[src/rtl/residual_decompress_if.sv]
// Handshake bundle for the residual block decompressor: header, packed word
// stream in, reconstructed RGBA pixels out.
interface residual_decompress_if #(
   parameter int NUM_PIXELS = 32
);
   localparam int IDX_W = $clog2(NUM_PIXELS);

   logic             hdr_valid;
   logic             hdr_ready;
   logic [31:0]      hdr_min;
   logic [15:0]      hdr_width;
   logic             hdr_compressable;

   logic             word_valid;
   logic             word_ready;
   logic [31:0]      word_data;

   logic             pix_valid;
   logic             pix_ready;
   logic [31:0]      pix_data;
   logic [IDX_W-1:0] pix_idx;
   logic             pix_last;

   logic             busy;

   modport master (
      output hdr_valid, hdr_min, hdr_width, hdr_compressable,
      output word_valid, word_data, pix_ready,
      input  hdr_ready, word_ready, pix_valid, pix_data, pix_idx, pix_last, busy
   );

   modport slave (
      input  hdr_valid, hdr_min, hdr_width, hdr_compressable,
      input  word_valid, word_data, pix_ready,
      output hdr_ready, word_ready, pix_valid, pix_data, pix_idx, pix_last, busy
   );
endinterface

[src/rtl/residual_decompress.sv]
// Residual-packed RGBA block decompressor: latches a block header, pulls the
// LSB-first residual stream and emits NUM_PIXELS reconstructed pixels.
module residual_decompress #(
   parameter int NUM_PIXELS = 32
) (
   input  logic                 clk,
   input  logic                 rst,
   residual_decompress_if.slave bus
);
   localparam int IDX_W = $clog2(NUM_PIXELS);
   localparam int CNT_W = $clog2(NUM_PIXELS + 1);

   typedef enum logic {IDLE = 1'b0, RUN = 1'b1} state_t;

   state_t           state_q, state_d;
   logic [31:0]      mins_q, mins_d;
   logic [15:0]      wid_q, wid_d;
   logic [5:0]       pix_bits_q, pix_bits_d;
   logic [63:0]      acc_q, acc_d;
   logic [6:0]       cnt_q, cnt_d;
   logic [5:0]       words_q, words_d;
   logic [CNT_W-1:0] ext_q, ext_d;
   logic             pix_valid_q, pix_valid_d;
   logic [31:0]      pix_data_q, pix_data_d;
   logic [IDX_W-1:0] pix_idx_q, pix_idx_d;
   logic             pix_last_q, pix_last_d;

   logic             hdr_ready_c, word_ready_c, busy_c;
   logic             hdr_fire, word_fire, pix_fire, extract;

   function automatic logic [3:0] sat_width(input logic [3:0] w);
      return (w > 4'd8) ? 4'd8 : w;
   endfunction

   function automatic logic [5:0] width_sum(input logic [15:0] wid);
      return {2'b00, wid[3:0]} + {2'b00, wid[7:4]} +
             {2'b00, wid[11:8]} + {2'b00, wid[15:12]};
   endfunction

   // Channels are packed r, g, b, a from bit 0 upward; each adds to its min mod 256.
   function automatic logic [31:0] unpack(input logic [31:0] bits,
                                          input logic [15:0] wid,
                                          input logic [31:0] mins);
      logic [31:0] rem;
      logic [31:0] pix;
      logic [7:0]  mask;
      rem = bits;
      pix = '0;
      for (int c = 0; c < 4; c++) begin
         mask           = 8'((9'd1 << wid[4*c +: 4]) - 9'd1);
         pix[8*c +: 8]  = mins[8*c +: 8] + (rem[7:0] & mask);
         rem            = rem >> wid[4*c +: 4];
      end
      return pix;
   endfunction

   always_ff @(posedge clk or posedge rst) begin
      if (rst) state_q <= IDLE;
      else     state_q <= state_d;
   end

   always_comb begin
      state_d = state_q;
      case (state_q)
         IDLE:    if (bus.hdr_valid) state_d = RUN;
         RUN:     if (pix_fire && pix_last_q) state_d = IDLE;
         default: state_d = IDLE;
      endcase
   end

   always_comb begin
      hdr_ready_c  = (state_q == IDLE);
      busy_c       = (state_q != IDLE);
      word_ready_c = (state_q == RUN) && (cnt_q < {1'b0, pix_bits_q}) &&
                     (words_q < pix_bits_q);
   end

   assign bus.hdr_ready  = hdr_ready_c;
   assign bus.busy       = busy_c;
   assign bus.word_ready = word_ready_c;
   assign bus.pix_valid  = pix_valid_q;
   assign bus.pix_data   = pix_data_q;
   assign bus.pix_idx    = pix_idx_q;
   assign bus.pix_last   = pix_last_q;

   assign hdr_fire  = bus.hdr_valid && hdr_ready_c;
   assign word_fire = bus.word_valid && word_ready_c;
   assign pix_fire  = pix_valid_q && bus.pix_ready;
   // The extraction counter stops zero-width blocks from emitting forever.
   assign extract   = (state_q == RUN) && (cnt_q >= {1'b0, pix_bits_q}) &&
                      (ext_q < CNT_W'(NUM_PIXELS)) && (!pix_valid_q || bus.pix_ready);

   always_comb begin
      mins_d      = mins_q;
      wid_d       = wid_q;
      pix_bits_d  = pix_bits_q;
      acc_d       = acc_q;
      cnt_d       = cnt_q;
      words_d     = words_q;
      ext_d       = ext_q;
      pix_valid_d = pix_valid_q;
      pix_data_d  = pix_data_q;
      pix_idx_d   = pix_idx_q;
      pix_last_d  = pix_last_q;

      if (hdr_fire) begin
         if (bus.hdr_compressable) begin
            mins_d = bus.hdr_min;
            wid_d  = {sat_width(bus.hdr_width[15:12]), sat_width(bus.hdr_width[11:8]),
                      sat_width(bus.hdr_width[7:4]),   sat_width(bus.hdr_width[3:0])};
         end else begin
            mins_d = '0;
            wid_d  = 16'h8888;
         end
         pix_bits_d = width_sum(wid_d);
         acc_d      = '0;
         cnt_d      = '0;
         words_d    = '0;
         ext_d      = '0;
      end else if (word_fire) begin
         acc_d   = acc_q | ({32'd0, bus.word_data} << cnt_q);
         cnt_d   = cnt_q + 7'd32;
         words_d = words_q + 6'd1;
      end else if (extract) begin
         acc_d = acc_q >> pix_bits_q;
         cnt_d = cnt_q - {1'b0, pix_bits_q};
         ext_d = ext_q + 1'b1;
      end

      if (extract) begin
         pix_valid_d = 1'b1;
         pix_data_d  = unpack(acc_q[31:0], wid_q, mins_q);
         pix_idx_d   = IDX_W'(ext_q);
         pix_last_d  = (ext_q == CNT_W'(NUM_PIXELS - 1));
      end else if (pix_fire) begin
         pix_valid_d = 1'b0;
      end
   end

   always_ff @(posedge clk or posedge rst) begin
      if (rst) begin
         mins_q      <= '0;
         wid_q       <= '0;
         pix_bits_q  <= '0;
         acc_q       <= '0;
         cnt_q       <= '0;
         words_q     <= '0;
         ext_q       <= '0;
         pix_valid_q <= 1'b0;
         pix_data_q  <= '0;
         pix_idx_q   <= '0;
         pix_last_q  <= 1'b0;
      end else begin
         mins_q      <= mins_d;
         wid_q       <= wid_d;
         pix_bits_q  <= pix_bits_d;
         acc_q       <= acc_d;
         cnt_q       <= cnt_d;
         words_q     <= words_d;
         ext_q       <= ext_d;
         pix_valid_q <= pix_valid_d;
         pix_data_q  <= pix_data_d;
         pix_idx_q   <= pix_idx_d;
         pix_last_q  <= pix_last_d;
      end
   end
endmodule

[src/flat_wrapper.sv]
// flat-port wrapper written by rule: the top's interface ports become plain ports
module residual_decompress_flat 
#(
   parameter int NUM_PIXELS = 32
)
  (clk, rst, bus_hdr_valid, bus_hdr_min, bus_hdr_width, bus_hdr_compressable, bus_word_valid, bus_word_data, bus_pix_ready, bus_hdr_ready, bus_word_ready, bus_pix_valid, bus_pix_data, bus_pix_idx, bus_pix_last, bus_busy);
  residual_decompress_if #(.NUM_PIXELS(NUM_PIXELS)) bus_i ();
  input  logic clk;
  input  logic rst;
  input wire logic [$bits(bus_i.hdr_valid)-1:0] bus_hdr_valid;
  input wire logic [$bits(bus_i.hdr_min)-1:0] bus_hdr_min;
  input wire logic [$bits(bus_i.hdr_width)-1:0] bus_hdr_width;
  input wire logic [$bits(bus_i.hdr_compressable)-1:0] bus_hdr_compressable;
  input wire logic [$bits(bus_i.word_valid)-1:0] bus_word_valid;
  input wire logic [$bits(bus_i.word_data)-1:0] bus_word_data;
  input wire logic [$bits(bus_i.pix_ready)-1:0] bus_pix_ready;
  output wire logic [$bits(bus_i.hdr_ready)-1:0] bus_hdr_ready;
  output wire logic [$bits(bus_i.word_ready)-1:0] bus_word_ready;
  output wire logic [$bits(bus_i.pix_valid)-1:0] bus_pix_valid;
  output wire logic [$bits(bus_i.pix_data)-1:0] bus_pix_data;
  output wire logic [$bits(bus_i.pix_idx)-1:0] bus_pix_idx;
  output wire logic [$bits(bus_i.pix_last)-1:0] bus_pix_last;
  output wire logic [$bits(bus_i.busy)-1:0] bus_busy;
  assign bus_i.hdr_valid = bus_hdr_valid;
  assign bus_i.hdr_min = bus_hdr_min;
  assign bus_i.hdr_width = bus_hdr_width;
  assign bus_i.hdr_compressable = bus_hdr_compressable;
  assign bus_i.word_valid = bus_word_valid;
  assign bus_i.word_data = bus_word_data;
  assign bus_i.pix_ready = bus_pix_ready;
  assign bus_hdr_ready = bus_i.hdr_ready;
  assign bus_word_ready = bus_i.word_ready;
  assign bus_pix_valid = bus_i.pix_valid;
  assign bus_pix_data = bus_i.pix_data;
  assign bus_pix_idx = bus_i.pix_idx;
  assign bus_pix_last = bus_i.pix_last;
  assign bus_busy = bus_i.busy;
  residual_decompress #(.NUM_PIXELS(NUM_PIXELS)) u_core (.clk(clk), .rst(rst), .bus(bus_i));
endmodule
[config.mk]
export PLATFORM = sky130hd
export DESIGN_NAME = residual_decompress_flat
export DESIGN_NICKNAME = d
export VERILOG_FILES = /design/src/rtl/residual_decompress_if.sv /design/src/rtl/residual_decompress.sv /design/src/flat_wrapper.sv
export SDC_FILE = /design/constraint.sdc
export NUM_CORES = 1
export LEC_CHECK = 0
export ABC_AREA = 1
export CAP_MARGIN = 20
export CORE_ASPECT_RATIO = 0.6
export CORE_MARGIN = 4
export CORE_UTILIZATION = 30
export DETAILED_ROUTE_END_ITERATION = 10
export PLACE_DENSITY = 0.47
export SKIP_CTS_REPAIR_TIMING = 1
export SYNTH_ARGS = -nofsm -noshare
export SYNTH_HDL_FRONTEND = slang
export SYNTH_SLANG_ARGS = --single-unit
[constraint.sdc]
create_clock -name clk -period 6.9 [get_ports clk]
set_clock_uncertainty 0.05 [all_clocks]
set_input_delay 1.38 -clock clk [delete_from_list [all_inputs] [get_ports clk]]
set_output_delay 1.38 -clock clk [all_outputs]
set_load 0.02 [all_outputs]
==> results.md <==
* Status: finished, final reports clean
* Fraction of layout cells with a size suffix above 1 at 4.17%
* WL/cell at 22.7 um
* Final Max Tran Viols at 0
* Dpl hpwl at 71000 um
* Final GP Congestion at 1.02
* Die extent in x at 330 um
* P&R area growth vs syn at 12.8%
* # fillers at 7005
* Starting Density at 30.5%
* First-pass GRT wire length at 132000 um
* Syn_area_per_cell at 6.16 sq um
* Sequential area share after synthesis at 23.8%
* Number of DRC markers in iteration 0 at 2474
* Max stage delay cell, worst path: nor2_2
* Total GRT Usage at 26.2%
* Max Fclk at 191 MHz
* Hold Vio Cnt, Final at 0
* Post-Synthesis Cell Area at 18600 sq um
* Clk sinks at 177
* Initial antenna violation count at 9
* Longest Clk Path Bufs at 2
* Nets@finish at 3159
* Max cap viols at 0
* Via count at 21.3k
* H-tree Lvls at 4
* Net Count, Synth at 3172
* FP Rows at 70
* CTS clk-pin slew, worst paths at 0.08 ns
* Die area at 66200 sq um
* Minimum clock period at 5.24 ns
* Hold Crit Start: u_core.bus.pix_idx[0]
* Final count of negative-setup-slack endpoints at 0
* Main synth FF type: dfrtp_1
* Max incr delay on CP at 0.66 ns
* Core ar. at 61100 sq um
* Critical path launch point type: flop
* Data arrival time of the worst path at 5.55 ns
* Number of port buffers at 127
* Relative slew slack at 19.4%
* Fin crit share at 75.9%
* Critical Path Source: u_core.wid_q[2]
* Total gr overflow at 0
* Most common cell after layout, fill and taps aside: nand2_1
* Cells after synthesis at 3022
* HP Class: reg -> reg
* Crit Path Max Fanout at 19
* Vias per cell at 5.53
* CP endpoint kind: flop
* I/O pin count at 128
* Number of global-route vias before repair at 19.9k
* Setup TNS at 0 ns
* Crit path required time at 7.21 ns
* Number of synthesized flops with an enable pin at 0
* Number of remaining DRC errors at 0
* Root buf cell: clkbuf_16
* Worst slew pin tran at 1.20 ns
* Flops & latches, synth at 177
* RSZ-0062 raised after global routing: false
* Most frequent cells in the layout: 894 x nand2_1, 405 x nand3_1, 371 x o21ai_0
* Pre-antenna DRT Iters at 7
* Clock Latency Late Sink at 0.48 ns
* DIE HEIGHT at 201 um
* Post-route ant nets at 0
* CTS Buf Count at 17
* TritonCTS clock tree: built
* Critical path type: reg -> reg
* Netlist cell types at 60
* Ys async rst share at 100%
* Synth warn at 0
* Final wirelength at 87600 um
* Reg2reg start: u_core.wid_q[2]
* Largest net degree at the start of global routing at 94
## area by class of cell
class,instances,area (sq um),area share [%]
Inverter,236,902,4.29
Clock inverter,13,135,0.643
Tap cell,828,1040,4.93
Sequential cell,177,4430,21.1
Timing Repair Buffer,170,1630,7.78
Clock buffer,19,443,2.11
Antenna cell,4,10.0,0.0476
Multi-Input combinational cell,2407,12400,59.1
## Yosys cell counts (14+ instances only)
cell        n  share of area (%)
nand2_1   895                 18
mux2i_1    66                3.5
o21a_1     21               0.85
buf_1      25               0.50
xor2_1     25                1.2
o211ai_1   20               0.81
o21ai_0   371                 10
nor2_1    154                3.1
o221ai_1   19               0.89
dfrtp_1   177                 24
or2_2      14               0.47
o21ai_1    56                1.5
a21oi_1    86                2.3
ha_1       53                3.6
buf_2      52                1.4
nor3_1     22               0.59
nand3_1   405                 11
o22ai_1    39                1.3
a31oi_1    25               0.84
a22oi_1    22               0.89
clkbuf_1  112                2.3
inv_1     210                4.2
## worst paths after layout
kind,endpoint,slack [ns],cells after the start
hold / removal,u_core.bus.pix_idx[0],0.44,2
min in group asynchronous,u_core.wid_q[4],1.36,2
setup reg to reg,u_core.bus.pix_data[31],1.66,28
setup / recovery,u_core.bus.pix_data[31],1.66,28
hold reg to reg,u_core.bus.pix_idx[0],0.44,2
max in group asynchronous,u_core.bus.pix_data[31],4.10,3
## flip-flops by register name (all words and copies together), names as in the netlist
register	flops
u_core.mins_q	32
u_core.bus.busy	1
u_core.bus.pix_valid	1
u_core.words_q	6
u_core.cnt_q	7
u_core.pix_bits_q	6
u_core.bus.pix_idx	5
u_core.ext_q	6
u_core.wid_q	16
u_core.bus.pix_data	32
u_core.bus.pix_last	1
u_core.acc_q	64
## per-stage QoR
step                      util [%]  hold slack [ns]  cell area (sq um)  std cells  setup slack, ns
after floorplan                  -            0.402              18600       3022            0.668
after global placement        33.3            0.415              20400       3815             1.74
after detailed placement      33.3            0.414              20400       3816             1.71
after CTS                     34.3            0.444              20900       3848             1.75
after global routing          34.4            0.467              21000       3851             1.21
final                         34.4            0.443              21000       3854             1.66
## kinds of logic (layout without fill, tap and decap cells)
family,after synthesis,after routing,share of synthesized area [%]
and+or+nand+nor,1518,1518,34.4
AOI/OAI and AO/OA,723,723,22.2
buffers and inverters,438,438,9.57
DFF,177,177,23.8
muxes,66,66,3.55
adders and majority gates,64,64,4.74
xor gates and xnor gates,36,36,1.69
other,0,4,0
## metal layers
metal,global-route usage (%),part of all wire (%)
met1,44.3,54
met2,29.7,33
met3,10.5,12
met4,2.88,0.59
met5,0,0.015
## worst max-delay path, delay by kind of cell, from the launching register on
family / cells / cell delay (ns)
AOI/OAI and AO/OA: 6 / 1.20
xor gates and xnor gates: 1 / 0.15
adders and majority gates: 1 / 0.30
buffers and inverters: 4 / 0.77
DFF: 1 / 0.51
and+or+nand+nor: 16 / 2.14
Power is not shown: default switching activity piles up to over one toggle a cycle in this logic, so the estimate is an artifact.
